### src/rtl/acc_pkg.sv
// Shared definitions for the saturating packet accumulator: FSM state
// encoding and the default datapath widths.
package acc_pkg;

  // Default operand/accumulator width and beat-counter width.
  localparam int DEF_WIDTH = 32;
  localparam int DEF_CNT_W = 8;

  // Accumulator control states.
  //   ST_IDLE  : no packet in progress, ready for the first beat
  //   ST_ACCUM : at least one non-last beat absorbed
  //   ST_HOLD  : final result presented, waiting for the downstream handshake
  typedef enum logic [1:0] {
    ST_IDLE  = 2'd0,
    ST_ACCUM = 2'd1,
    ST_HOLD  = 2'd2
  } acc_state_e;

endpackage : acc_pkg

### src/rtl/carry_bypass_adder.sv
// Carry-bypass (carry-skip) adder. Bits are grouped into BLOCK-wide ripple
// blocks; when every bit of a block propagates, the block's carry-in is
// forwarded directly to the next block. Also reports signed overflow.
module carry_bypass_adder #(
  parameter int WIDTH = 32,
  parameter int BLOCK = 4
) (
  input  logic [WIDTH-1:0] a,
  input  logic [WIDTH-1:0] b,
  input  logic             cin,
  output logic [WIDTH-1:0] sum,
  output logic             cout,
  output logic             overflow
);

  localparam int NBLK = (WIDTH + BLOCK - 1) / BLOCK;

  logic carry;    // carry travelling between blocks
  logic blk_cin;  // carry entering the current block
  logic rip;      // ripple carry inside the current block
  logic p;        // propagate of the current bit
  logic p_all;    // every bit of the current block propagates
  logic c_msb;    // carry into the sign bit, for overflow detection
  int   idx;

  // Ripple within each block, skip across a fully-propagating block.
  // NOTE: blocking assignments here are deliberate -- carry, rip and p_all
  // are evaluated in order as the loop unrolls, like wires in a chain.
  always_comb begin
    sum     = '0;
    carry   = cin;
    blk_cin = 1'b0;
    rip     = 1'b0;
    p       = 1'b0;
    p_all   = 1'b0;
    c_msb   = 1'b0;
    idx     = 0;
    for (int blk = 0; blk < NBLK; blk++) begin
      blk_cin = carry;
      rip     = carry;
      p_all   = 1'b1;
      for (int k = 0; k < BLOCK; k++) begin
        idx = blk * BLOCK + k;
        if (idx < WIDTH) begin
          p = a[idx] ^ b[idx];
          if (idx == WIDTH - 1) c_msb = rip;
          sum[idx] = p ^ rip;
          rip      = (a[idx] & b[idx]) | (p & rip);
          p_all    = p_all & p;
        end
      end
      carry = p_all ? blk_cin : rip;
    end
    cout     = carry;
    overflow = c_msb ^ carry;
  end

endmodule : carry_bypass_adder

### src/rtl/sat_accumulator.sv
// Packet accumulator: sums the signed beats of a valid/ready packet, with
// optional saturation on signed overflow, a sticky overflow flag and a
// saturating beat counter. The result is held until the downstream accepts it.
module sat_accumulator
  import acc_pkg::*;
#(
  parameter int WIDTH    = DEF_WIDTH,
  parameter bit SATURATE = 1'b1,
  parameter int CNT_W    = DEF_CNT_W
) (
  input  logic             clk,
  input  logic             rst,
  input  logic             in_valid,
  output logic             in_ready,
  input  logic [WIDTH-1:0] in_data,
  input  logic             in_last,
  output logic             out_valid,
  input  logic             out_ready,
  output logic [WIDTH-1:0] out_sum,
  output logic             out_overflow,
  output logic [CNT_W-1:0] out_count
);

  localparam logic [WIDTH-1:0] SAT_MAX = {1'b0, {(WIDTH-1){1'b1}}};
  localparam logic [WIDTH-1:0] SAT_MIN = {1'b1, {(WIDTH-1){1'b0}}};
  localparam logic [CNT_W-1:0] CNT_MAX = {CNT_W{1'b1}};

  acc_state_e       state_q, state_d;
  logic [WIDTH-1:0] acc_q, acc_d;
  logic             ovf_q, ovf_d;
  logic [CNT_W-1:0] cnt_q, cnt_d;
  logic             run_q;

  logic [WIDTH-1:0] add_sum;
  logic             add_ovf;
  logic             cout_unused;
  logic [WIDTH-1:0] acc_next;
  logic [CNT_W-1:0] cnt_inc;
  logic             beat;

  // Running sum plus the incoming operand; the carry-out is not needed.
  carry_bypass_adder #(
    .WIDTH (WIDTH),
    .BLOCK (4)
  ) u_adder (
    .a        (acc_q),
    .b        (in_data),
    .cin      (1'b0),
    .sum      (add_sum),
    .cout     (cout_unused),
    .overflow (add_ovf)
  );

  // run_q holds in_ready low while in reset and for the rest of that cycle.
  assign in_ready  = run_q && (state_q != ST_HOLD);
  assign out_valid = (state_q == ST_HOLD);
  assign beat      = in_valid && in_ready;

  assign out_sum      = acc_q;
  assign out_overflow = ovf_q;
  assign out_count    = cnt_q;

  // Clamp toward the operand's sign on overflow, otherwise take the raw sum.
  always_comb begin
    acc_next = add_sum;
    if (SATURATE && add_ovf) acc_next = in_data[WIDTH-1] ? SAT_MIN : SAT_MAX;
  end

  // Beat counter increment that sticks at its maximum.
  always_comb begin
    cnt_inc = (cnt_q == CNT_MAX) ? cnt_q : cnt_q + CNT_W'(1);
  end

  // Next-state and datapath update for the packet FSM.
  // NOTE: every signal is given a default before the case so that no path
  // leaves it unassigned, which would otherwise infer a latch.
  always_comb begin
    state_d = state_q;
    acc_d   = acc_q;
    ovf_d   = ovf_q;
    cnt_d   = cnt_q;
    unique case (state_q)
      ST_IDLE, ST_ACCUM: begin
        if (beat) begin
          acc_d   = acc_next;
          ovf_d   = ovf_q | add_ovf;
          cnt_d   = cnt_inc;
          state_d = in_last ? ST_HOLD : ST_ACCUM;
        end
      end
      ST_HOLD: begin
        if (out_ready) begin
          acc_d   = '0;
          ovf_d   = 1'b0;
          cnt_d   = '0;
          state_d = ST_IDLE;
        end
      end
      default: begin
        state_d = ST_IDLE;
      end
    endcase
  end

  // State and datapath registers.
  // NOTE: reset is asynchronous, so it is in the sensitivity list and clears
  // the state without waiting for a clock edge.
  always_ff @(posedge clk or posedge rst) begin
    if (rst) begin
      state_q <= ST_IDLE;
      acc_q   <= '0;
      ovf_q   <= 1'b0;
      cnt_q   <= '0;
    end else begin
      state_q <= state_d;
      acc_q   <= acc_d;
      ovf_q   <= ovf_d;
      cnt_q   <= cnt_d;
    end
  end

  // Input-ready enable: released on the first clock edge after reset.
  always_ff @(posedge clk or posedge rst) begin
    if (rst) run_q <= 1'b0;
    else     run_q <= 1'b1;
  end

endmodule : sat_accumulator
### config.mk
export PLATFORM = sky130hd
export DESIGN_NAME = sat_accumulator
export DESIGN_NICKNAME = d
export VERILOG_FILES = /design/src/rtl/acc_pkg.sv /design/src/rtl/carry_bypass_adder.sv /design/src/rtl/sat_accumulator.sv
export SDC_FILE = /design/constraint.sdc
export NUM_CORES = 1
export LEC_CHECK = 0
export BUFFER_PORTS_ARGS = -buffer_cell sky130_fd_sc_hd__clkbuf_2
export CORE_ASPECT_RATIO = 2
export CORE_MARGIN = 1.5
export CORE_UTILIZATION = 45
export CTS_CLUSTER_SIZE = 20
export DETAILED_ROUTE_END_ITERATION = 16
export PLACE_DENSITY = 0.73
export RECOVER_POWER = 25
export SLEW_MARGIN = 0
export SYNTH_ARGS = -nofsm -noshare
export SYNTH_HDL_FRONTEND = slang
export SYNTH_SLANG_ARGS = --single-unit
### constraint.sdc
create_clock -name clk -period 21.4 [get_ports clk]
set_input_delay 4.28 -clock clk [delete_from_list [all_inputs] [get_ports clk]]
set_output_delay 4.28 -clock clk [all_outputs]
set_load 0.02 [all_outputs]
==> results.md <==
- The critical path in this run is classified as in -> reg.
- The cell class contributing the biggest share of worst-path delay is adder cells.
- The placeable core region is 0.00760 mm2.
- The worst-case IR drop observed on VDD is 0.0621 mV.
- The number of enable-type register cells in the synthesized netlist is 0.
- The die covers around 0.0084 mm2.
- The most instantiated library cell after synthesis is inv_1.
- In the synthesized netlist, the cells that appear most often are 69 x inv_1, 44 x dfrtp_1, 33 x ha_1, 31 x a22o_1, 31 x fa_1.
- Counting the fill cells in the layout gives ~720.
- Of the synthesized area, sequential elements account for between 30% and 40%.
- Once layout is done, the placed cells without fillers occupy 0.00412 mm2.
- The weighted congestion reported at the end of routability-driven placement is about 0.88.
- Setup total negative slack on the finished layout was measured at 0 ps.
- Once detail routing completed, the nets flagged for antenna violations numbered 0.
- After detailed routing, the number of vias per cell comes to ~5.5.
- The horizontal die dimension is 65.7 um.
- The total number of vias is 2,808.
- Global routing used 21.5% of the available tracks across all layers.
- The number of remaining DRC errors is 0.
- The total I/O pin count is 80.
- Summed over all layers, the global routing overflow is 0.
- The first routing iteration left 173 violations.
- The beginning of the worst hold path is out_overflow.
- The number of buffers created by CTS is 5.
- The cell at the slowest stage of the critical path is nor3_4.
- After Yosys synthesis, full adders, half adders and majority gates account for 29.2% of the synthesized area.
- The wire length after detailed routing is ~8.3 mm.
- In this run the vertical extent of the chip is between 100 and 150 um.
- Setup violations remaining at the end of the flow were counted as 0.
- Gates resized during post-CTS repair numbered 0.
- The number of input and output port buffers inserted is 79.
- The simple-gate share of the synthesized area is around 9%.
- The wire length of the first global-routing pass is 13.9 mm.
- After clock tree synthesis, the clock-pin slew on the worst setup and hold paths is around 60 ps.
- The critical path required time is 21,630 ps.
- In the synthesized netlist the async set-or-reset flop fraction comes to 100%.
- The via count of the first global-routing pass was 2,983.
- The kind of start point of the critical path is an input pin.
- Subtracting the final worst setup slack from the clock period gives 20,710 ps.
- Max-cap violations in this run came to 1.
- The number of detailed-route iterations in the first pass is 4.
- The main combinational cell family by area after synthesis is adder cells.
- Entering global routing, the biggest net connects 45 pins.
- The largest incremental delay on the critical path is 500 ps.
- The number of unique standard cell types used by synthesis is 49.
- TritonCTS built the clock tree.
- The utilization after layout is 54.2%.
- The arrival time of data at the critical path endpoint is 20,930 ps.
- By area the synthesized netlist is led by dfrtp_1 31%, fa_1 18%, ha_1 12%, a22o_1 7.7%, inv_1 7.3%.
- The average wire per standard cell is 16.4 um.
- The largest clock skew in the final design is between 3 and 4 ps.
- The share of layout cells above drive strength 1 is 24.1%.
- Relative to the synthesized area, the layout overhead comes to 16.6%.
- The cell leakage power is 2.11 nW.
- The number of buffers added to fix hold violations after cts is 0.
- The maximum clock frequency is approximately 0.048 GHz.
- The count of endpoints failing hold in the final timing report is 0.
- The power density over the cells is 138 mW/mm2.
- The headroom to the max-slew limit is -16.1%.
- The number of sinks on the clock net is between 40 and 50.
- The checks that failed: max-capacitance violations, max-slew violations.
- The flow ran to the end, but the final reports show violations.
- In this run the deepest clock path goes through 2 buffers.
- Yosys printed 0 warnings.
- The most critical setup path has its startpoint at in_data[0].
- Dividing the synthesized area by the synthesized cell count gives 10.4 um2.
- Along the worst path, the maximum fanout reaches 21.
- The detailed-placement wirelength estimate is roughly 6.3 mm.
- The finished layout holds 509 standard cells, fillers aside.
- The startpoint identified for the worst register-to-register timing path is out_sum[0].
- The number of antenna violations at the first check in global routing is 0.
- Counting tap cells, the placed design contains a total of 502 instances.
- Together, buffers and inverters on the worst path number 6.
- The final layout net count is 516.
- The cell repeated most along the worst path is fa_1.
- The final critical path takes up 96.8% of the cycle.
- The repair_antennas step left the layout with diodes totalling 0.
- The post-synthesis cell count is 339.
- The fraction of synthesized cell area taken by the top area cell type is 31.2%.
- The number of nets in the synthesized netlist is 440.
- The root buffer cell is clkbuf_16.
- Post-CTS timing repair inserted 0 buffers for setup.
- After Yosys synthesis, XOR and XNOR cells account for 1.73% of the synthesized area.
- Setup repair after global routing left no endpoint under its margin.
- The total placed instance area is 0.00399 mm2.
- After synthesis the cells add up to 0.00353 mm2.
- STA classifies the critical path endpoint as a flop.
- In the synthesized netlist the dominant register cell turns out to be dfrtp_1.
- The share of synthesized area spent on multiplexers is 0.319%.
- The actual slew at the worst max-slew pin is 1740 ps.
- The max-slew violation count is 45.
- The clock tree synthesis step divided the H-tree into 2 levels.
- For the worst-skew pair, the clock arrives at the later sink with an insertion delay of 290 ps.
- After synthesis the netlist holds a flip-flop and latch count of 44.
- The initial utilization of the core area, before any placement, comes to 46.5%.
- The cell taking the most area after synthesis is dfrtp_1.
- In this run the core area contains 45 standard-cell rows.
- The class of the most critical hold timing path is reg -> reg.
- The synthesized netlist devotes 18.8% of its cell area to compound gates.
==> worst paths after layout <==
kind                            cells after the start           end  slack, ps
worst max-delay path                               54    out_sum[3]        690
worst min-delay path                                1  out_overflow        530
worst max register to register                     53    out_sum[3]       4340
worst min register to register                      1  out_overflow        530
max in group asynchronous                           2  out_count[7]      15870
min in group asynchronous                           2    out_sum[0]       4520
==> state kept, by name, indices dropped and copies added, names as in the netlist <==
register,flops
out_count,8
out_sum,32
state_q,2
out_overflow,1
run_q,1
==> per-layer routing <==
| metal | part of all wire, % | global-route usage (%) |
|---|---|---|
| met1 | 38 | 25.2 |
| met2 | 56 | 38.0 |
| met3 | 3.4 | 3.15 |
| met4 | 2.9 | 9.80 |
| met5 | 0 | 0 |
==> logic make-up after synthesis <==
family / Yosys count
and+or+nand+nor: 51
xor gates and xnor gates: 7
AOI/OAI and AO/OA: 89
other: 1
muxes: 1
buffers and inverters: 82
adders and majority gates: 64
DFF: 44
==> cell type report <==
class                      count  area [um2]  share of cell area (%)
clock buffer                   6         129                    3.13
clock inverter                 1        5.00                   0.121
inverter                      69         259                    6.29
multi-input combinational    213        2090                    50.8
sequential                    44        1100                    26.7
tap                           94         118                    2.85
timing repair buffer          82         417                    10.1
==> placed cells by master (no fill, tap or decap), types with 6 or more instances in the layout <==
master,netlist,layout
clkbuf_2,0,78
inv_1,69,69
dfrtp_1,44,44
ha_1,33,33
a22o_1,31,31
fa_1,31,31
o21ai_0,18,18
o21ai_1,17,17
nor2_1,9,8
nand2_1,7,7
nor3_1,6,6
nand3_1,6,6
==> through the flow <==
step	power, mW	setup WS (ps)	hold WS, ps
after CTS	0.571	726	536
after global placement	0.478	926	488
after global routing	0.621	57.0	556
after detailed placement	0.492	457	523
final	0.567	692	529
after floorplan	0.390	2040	457
==> power breakdown <==
| group | internal (mW) | leakage, nW | switching (mW) |
|---|---|---|---|
| Combinational | 0.138 | 1.48 | 0.198 |
| Clock | 0.0425 | 0.0667 | 0.0318 |
| Sequential | 0.116 | 0.555 | 0.0398 |
| Total | 0.297 | 2.11 | 0.270 |
Note: power is estimated with default switching activity, not from simulation.
